[src/rtl/selten_pkg.sv]
// Shared definitions for the DMEM arbiter: default geometry, FSM encoding,
// port index constants and a saturating counter helper.
package selten_pkg;

    localparam int DW_DEF    = 19;
    localparam int AW_DEF    = 5;
    localparam int DEPTH_DEF = 32;

    localparam int P_CORE = 0;
    localparam int P_DBG  = 1;

    typedef enum logic {
        NORM   = 1'b0,
        FORCE1 = 1'b1
    } arb_state_e;

    function automatic logic [15:0] sat_inc16(input logic [15:0] v);
        return (v == 16'hFFFF) ? v : v + 16'd1;
    endfunction

endpackage

[src/rtl/selten_dmem_sp.sv]
// Single-port synchronous data memory: one write or one registered read per
// cycle, selected by the arbiter.
module selten_dmem_sp
    import selten_pkg::*;
#(
    parameter int DW    = DW_DEF,
    parameter int AW    = AW_DEF,
    parameter int DEPTH = DEPTH_DEF
) (
    input  logic          clk,
    input  logic          we,
    input  logic          re,
    input  logic [AW-1:0] addr,
    input  logic [DW-1:0] wdata,
    output logic [DW-1:0] rdata
);

    logic [DW-1:0] mem [DEPTH];

    // NOTE: the array and its read register take no reset, so synthesis can
    // map them onto plain RAM; output cleanliness after reset is handled by
    // the arbiter's rvalid/hold logic.
    always_ff @(posedge clk) begin
        if (we) mem[addr] <= wdata;
        if (re) rdata <= mem[addr];
    end

endmodule

[src/rtl/selten_dmem_arbiter.sv]
// Two-port arbiter in front of the DMEM: core port has fixed priority, a
// starvation counter forces the loader/debug port through. Optional
// grant/starvation statistics are enabled with SELTEN_ARB_PERF_EN.
module selten_dmem_arbiter
    import selten_pkg::*;
#(
    parameter int DW         = DW_DEF,
    parameter int AW         = AW_DEF,
    parameter int DEPTH      = DEPTH_DEF,
    parameter int STARVE_MAX = 4
) (
    input  logic          clk,
    input  logic          RN,
    input  logic          p0_req,
    input  logic          p0_we,
    input  logic [AW-1:0] p0_addr,
    input  logic [DW-1:0] p0_wdata,
    output logic          p0_gnt,
    output logic          p0_rvalid,
    output logic [DW-1:0] p0_rdata,
    input  logic          p1_req,
    input  logic          p1_we,
    input  logic [AW-1:0] p1_addr,
    input  logic [DW-1:0] p1_wdata,
    output logic          p1_gnt,
    output logic          p1_rvalid,
    output logic [DW-1:0] p1_rdata,
    output logic          busy
`ifdef SELTEN_ARB_PERF_EN
    ,
    output logic [15:0]   p0_gnt_cnt,
    output logic [15:0]   p1_gnt_cnt,
    output logic [15:0]   starve_cnt
`endif
);

    localparam logic [3:0] STARVE_LIM = 4'(STARVE_MAX);

    arb_state_e    state_q, state_d;
    logic [3:0]    wait_q, wait_d, wait_inc;
    logic [1:0]    gnt;
    logic          p1_lost;
    logic          mem_we, mem_re;
    logic [AW-1:0] mem_addr;
    logic [DW-1:0] mem_wdata, mem_q;
    logic [DW-1:0] p0_hold, p1_hold;

    // NOTE: state registers use non-blocking '<=' so every flop samples the
    // pre-edge values regardless of process ordering.
    always_ff @(posedge clk or negedge RN) begin
        if (!RN) begin
            state_q <= NORM;
            wait_q  <= 4'd0;
        end else begin
            state_q <= state_d;
            wait_q  <= wait_d;
        end
    end

    // NOTE: combinational blocks assign a default first with blocking '=',
    // so no path leaves an output unassigned and no latch is inferred.
    always_comb begin
        p1_lost  = p1_req & ~gnt[P_DBG];
        wait_inc = (wait_q == 4'hF) ? wait_q : wait_q + 4'd1;
        wait_d   = p1_lost ? wait_inc : 4'd0;
        state_d  = state_q;
        case (state_q)
            NORM:    if (p1_lost && wait_inc >= STARVE_LIM) state_d = FORCE1;
            FORCE1:  state_d = NORM;
            default: state_d = NORM;
        endcase
    end

    // FORCE1 lasts exactly one cycle: either port 1 takes it or, having
    // withdrawn, leaves the slot to the core.
    always_comb begin
        gnt = 2'b00;
        case (state_q)
            NORM: begin
                gnt[P_CORE] = p0_req;
                gnt[P_DBG]  = p1_req & ~p0_req;
            end
            FORCE1: begin
                gnt[P_DBG]  = p1_req;
                gnt[P_CORE] = p0_req & ~p1_req;
            end
            default: gnt = 2'b00;
        endcase
    end

    assign p0_gnt = gnt[P_CORE];
    assign p1_gnt = gnt[P_DBG];

    assign mem_addr  = gnt[P_DBG] ? p1_addr  : p0_addr;
    assign mem_wdata = gnt[P_DBG] ? p1_wdata : p0_wdata;
    assign mem_we    = (gnt[P_CORE] & p0_we)  | (gnt[P_DBG] & p1_we);
    assign mem_re    = (gnt[P_CORE] & ~p0_we) | (gnt[P_DBG] & ~p1_we);

    selten_dmem_sp #(
        .DW    (DW),
        .AW    (AW),
        .DEPTH (DEPTH)
    ) u_dmem (
        .clk   (clk),
        .we    (mem_we),
        .re    (mem_re),
        .addr  (mem_addr),
        .wdata (mem_wdata),
        .rdata (mem_q)
    );

    // The shared read register is steered to the port that issued the read;
    // each port keeps its own copy so rdata holds until its next read.
    always_ff @(posedge clk or negedge RN) begin
        if (!RN) begin
            p0_rvalid <= 1'b0;
            p1_rvalid <= 1'b0;
            p0_hold   <= '0;
            p1_hold   <= '0;
            busy      <= 1'b0;
        end else begin
            p0_rvalid <= gnt[P_CORE] & ~p0_we;
            p1_rvalid <= gnt[P_DBG] & ~p1_we;
            if (p0_rvalid) p0_hold <= mem_q;
            if (p1_rvalid) p1_hold <= mem_q;
            busy      <= |gnt;
        end
    end

    assign p0_rdata = p0_rvalid ? mem_q : p0_hold;
    assign p1_rdata = p1_rvalid ? mem_q : p1_hold;

`ifdef SELTEN_ARB_PERF_EN
    always_ff @(posedge clk or negedge RN) begin
        if (!RN) begin
            p0_gnt_cnt <= 16'd0;
            p1_gnt_cnt <= 16'd0;
            starve_cnt <= 16'd0;
        end else begin
            if (gnt[P_CORE]) p0_gnt_cnt <= sat_inc16(p0_gnt_cnt);
            if (gnt[P_DBG])  p1_gnt_cnt <= sat_inc16(p1_gnt_cnt);
            if (state_q == NORM && state_d == FORCE1) starve_cnt <= sat_inc16(starve_cnt);
        end
    end
`endif

endmodule

[config.mk]
export PLATFORM = sky130hd
export DESIGN_NAME = selten_dmem_arbiter
export DESIGN_NICKNAME = d
export VERILOG_FILES = /design/src/rtl/selten_pkg.sv /design/src/rtl/selten_dmem_sp.sv /design/src/rtl/selten_dmem_arbiter.sv
export SDC_FILE = /design/constraint.sdc
export NUM_CORES = 1
export LEC_CHECK = 0
export CAP_MARGIN = 20
export CORE_ASPECT_RATIO = 0.9
export CORE_MARGIN = 10
export CORE_UTILIZATION = 55
export CTS_CLUSTER_SIZE = 40
export DETAILED_ROUTE_END_ITERATION = 16
export PLACE_DENSITY = 0.76
export RECOVER_POWER = 100
export SLEW_MARGIN = 20
export SYNTH_ARGS = -nofsm -noshare
export SYNTH_HDL_FRONTEND = slang
export SYNTH_HIERARCHICAL = 1
export SYNTH_SLANG_ARGS = --single-unit
[constraint.sdc]
create_clock -name clk -period 3.4 [get_ports clk]
set_input_delay 0.51 -clock clk [delete_from_list [all_inputs] [get_ports clk]]
set_output_delay 0.51 -clock clk [all_outputs]
set_load 0.02 [all_outputs]
==> results.ini <==
[routing]
drtIter0Drc=1543
totalWireLength_mm=63.6
vias_per_cell=6.25
drtPass1Iterations=5
final_antenna_net_count=0
drc=0
num_vias=14300
routedWlPerCell_um=27.9

[critical_path]
reg2regPathDepth=10
critPathCaptureType=flip-flop
reg2reg_from=state_q$_DFF_PN0_
cp_num_buf_inv=3
r2r_slack_ns=0.15
crit_fanout=30
worstSetupPathType=reg -> reg
worst-path-stages=10
slowest_stage=nor4_1
max_stage_delay_ns=0.74
crit_chain=nand2b_1 > nand2_2 > inv_4 > mux2_8 > buf_12 > buf_4 > mux2i_1 > o22ai_1 > nor4_1 > nand2_1
cp-start-kind=flip-flop
cp.required_ns=3.71
critical_path.reg2reg.endpoint=u_dmem/rdata[5]$_DFFE_PP_
crit_family=simple AND/OR/NAND/NOR gates
cp.arrival_ns=3.56

[cts]
clock-sinks=673
ctsHtreeMaxLevel=3
root_buffer=clkbuf_16
cts.clk_slew.worst_paths_ns=0.06
cts_buffers=67
clk_latency_ns=0.59
cts_tree=built
cts_buffer_depth=3
ctsResizeCount=0

[yosys]
synth_area_leaders=edfxtp_1 72%, mux2i_1 12%, dfrtp_1 4.4%
syn_inst=1414
ys_warn_count=6
ys_async_sr_fraction=0.0684
syn_nets=1469
synth-edff-count=627
synth-seq-cells=673
yosysSeqAreaShare=0.766
synth_ff_type=edfxtp_1
synth_top_area_frac=0.722
yosysTopAreaCell=edfxtp_1
ys_types=39
synth_area_um2=26100
avgSynthCellArea_um2=18.4

[place]
port_buffers=96
dp_hpwl_mm=39.2
dpl-instance-area_um2=28700
place.gp.congestion=0.865

[global_routing]
grt_pass1_wl_mm=93.9
grt_pass1_vias=14200
antenna_found_initial=1
grt_max_degree=47
track_usage=0.225
gr-total-overflow=0

[run_status]
outcome=finished, violations left
violations=capacitance limit, slew limit

[timing]
slew_viol_final=67
hold_viol=0
fin_crit_sh=0.956
rsz0062_at_grt=false
tightest_slew_ns=2.50
setup_viol=0
slew_headroom=-0.669
period_needed_ns=3.25
fmax_mhz=308
finClkSkew_ns=0.0171
finalSetupTns_ns=0

[die]
dieArea_um2=56500
dieHeight_um=227
die_w_um=249
num_rows=75
io_pins=97
start_util=0.558
core_um2=46700

[finish]
diodes=0
drive_above_1_share=0.125
fin_area_um2=30300
area_delta_synth_final_pct=16.2
finalNetCount=1672

[power_and_ir_drop]
peakVddDrop_uv=397
p_total_mw=18.2
p_leak_nw=10.8
powerDensity_nw_per_um2=602

[worst_hold_path]
whs_endpoint=p0_hold[15]$_DFF_PN0_
hp-class=reg -> reg
min_from=p0_hold[15]$_DFF_PN0_
whs_path_depth=1

[flow_run]
max_cap_violations=2

-- flip-flops by register name (all words and copies together) (netlist names) --
name          flops
u_dmem/rdata     19
state_q           1
busy              1
p1_hold          19
wait_q            4
p0_rvalid         1
p0_hold          19
u_dmem/mem      608
p1_rvalid         1
-- cells by family (layout without fill, tap and decap cells) --
| family | count (synthesis) | after routing | share of synthesized area |
|---|---|---|---|
| DFF | 673 | 673 | 0.766 |
| muxes | 367 | 367 | 0.146 |
| AOI/OAI and AO/OA | 157 | 157 | 0.0381 |
| and+or+nand+nor | 136 | 136 | 0.0307 |
| buffers and inverters | 79 | 331 | 0.0177 |
| adders and majority gates | 1 | 1 | 0.000480 |
| xor gates and xnor gates | 1 | 1 | 0.000336 |
-- synth_stat cells, types with 2 or more instances --
master and count:
buf_8 2, nand2_1 24, nand3b_1 5, clkbuf_1 3, nor4_1 38, nand4b_2 4
nand4bb_1 6, buf_2 54, or3b_2 3, mux2_2 44, or4b_4 2, nor3_1 6
dfrtp_1 46, o22ai_1 152, buf_6 9, nand3_1 4, mux2i_1 305, mux2_4 18
inv_1 2, nor2_1 35, or4b_1 2, edfxtp_1 627, buf_1 7
-- cell type report --
cell class / count / area [µm²]
clock buffers: 89 / 1870
clock inverters: 29 / 273
fillers: 3119 / 16400
inverters: 3 / 13.8
multi-input cells: 662 / 5620
flip-flops and latches: 673 / 20000
well taps: 616 / 771
repair buffers: 210 / 1770
-- placed cells by master (no fill, tap or decap), types with 3 or more instances in the layout --
| cell type | count |
|---|---|
| buf_12 | 13 |
| buf_4 | 34 |
| bufinv_16 | 5 |
| clkbuf_1 | 50 |
| clkbuf_16 | 71 |
| clkbuf_2 | 32 |
| clkbuf_8 | 3 |
| clkdlybuf4s50_1 | 51 |
| clkinv_1 | 12 |
| clkinv_2 | 9 |
| dfrtp_1 | 46 |
| dlygate4sd3_1 | 45 |
| edfxtp_1 | 627 |
| mux2_1 | 45 |
| mux2_2 | 16 |
| mux2i_1 | 305 |
| nand2_1 | 24 |
| nand3_1 | 4 |
| nand3b_1 | 5 |
| nand4b_2 | 4 |
| nand4bb_1 | 6 |
| nor2_1 | 31 |
| nor2_2 | 4 |
| nor3_1 | 4 |
| nor4_1 | 38 |
| o22ai_1 | 151 |
| or3b_2 | 3 |
-- metrics by stage --
stage	util	hold slack, ns	std cells	setup WS (ns)
floorplan	-	0.214	1414	0.120
global placement	0.614	0.483	2163	-0.335
detailed placement	0.614	0.487	2163	-0.364
CTS	0.660	0.123	2281	0.152
global route	0.648	0.506	2282	0.0362
finish	0.648	0.481	2282	0.151
-- routing by layer --
layer	vias up	part of all wire	track usage
met2	749	0.46	0.344
met5	-	0	0
met1	7249	0.39	0.296
met3	149	0.10	0.0673
met4	0	0.040	0.0959
li1	6110	-	-
-- worst max-delay path by stage --
| stage | end | start | slack (ns) |
|---|---|---|---|
| 2_1_floorplan | u_dmem/mem[10][0]$_DFFE_PP_ | p0_req | 0.12 |
| 3_3_place_gp | u_dmem/rdata[4]$_DFFE_PP_ | p0_req | -0.34 |
| 3_5_place_dp | u_dmem/rdata[5]$_DFFE_PP_ | p0_req | -0.36 |
| 4_1_cts | u_dmem/rdata[5]$_DFFE_PP_ | state_q$_DFF_PN0_ | 0.15 |
| 5_1_grt | u_dmem/rdata[10]$_DFFE_PP_ | state_q$_DFF_PN0_ | 0.04 |
| 6_report | u_dmem/rdata[5]$_DFFE_PP_ | state_q$_DFF_PN0_ | 0.15 |
-- report_power, final --
| group | switching (mW) | total [mW] | internal (mW) |
|---|---|---|---|
| combinational | 0.982 | 1.59 | 0.612 |
| sequential | 0.0996 | 9.44 | 9.34 |
| clock | 2.96 | 7.21 | 4.25 |
| total | 4.04 | 18.2 | 14.2 |
-- what timing repair did --
item | in CTS | in global routing
hold buffers | 0 | 1
hold endpoints to repair | 0 | 46
buffers inserted | 0 | 0
Note: power is estimated with default switching activity, not from simulation.
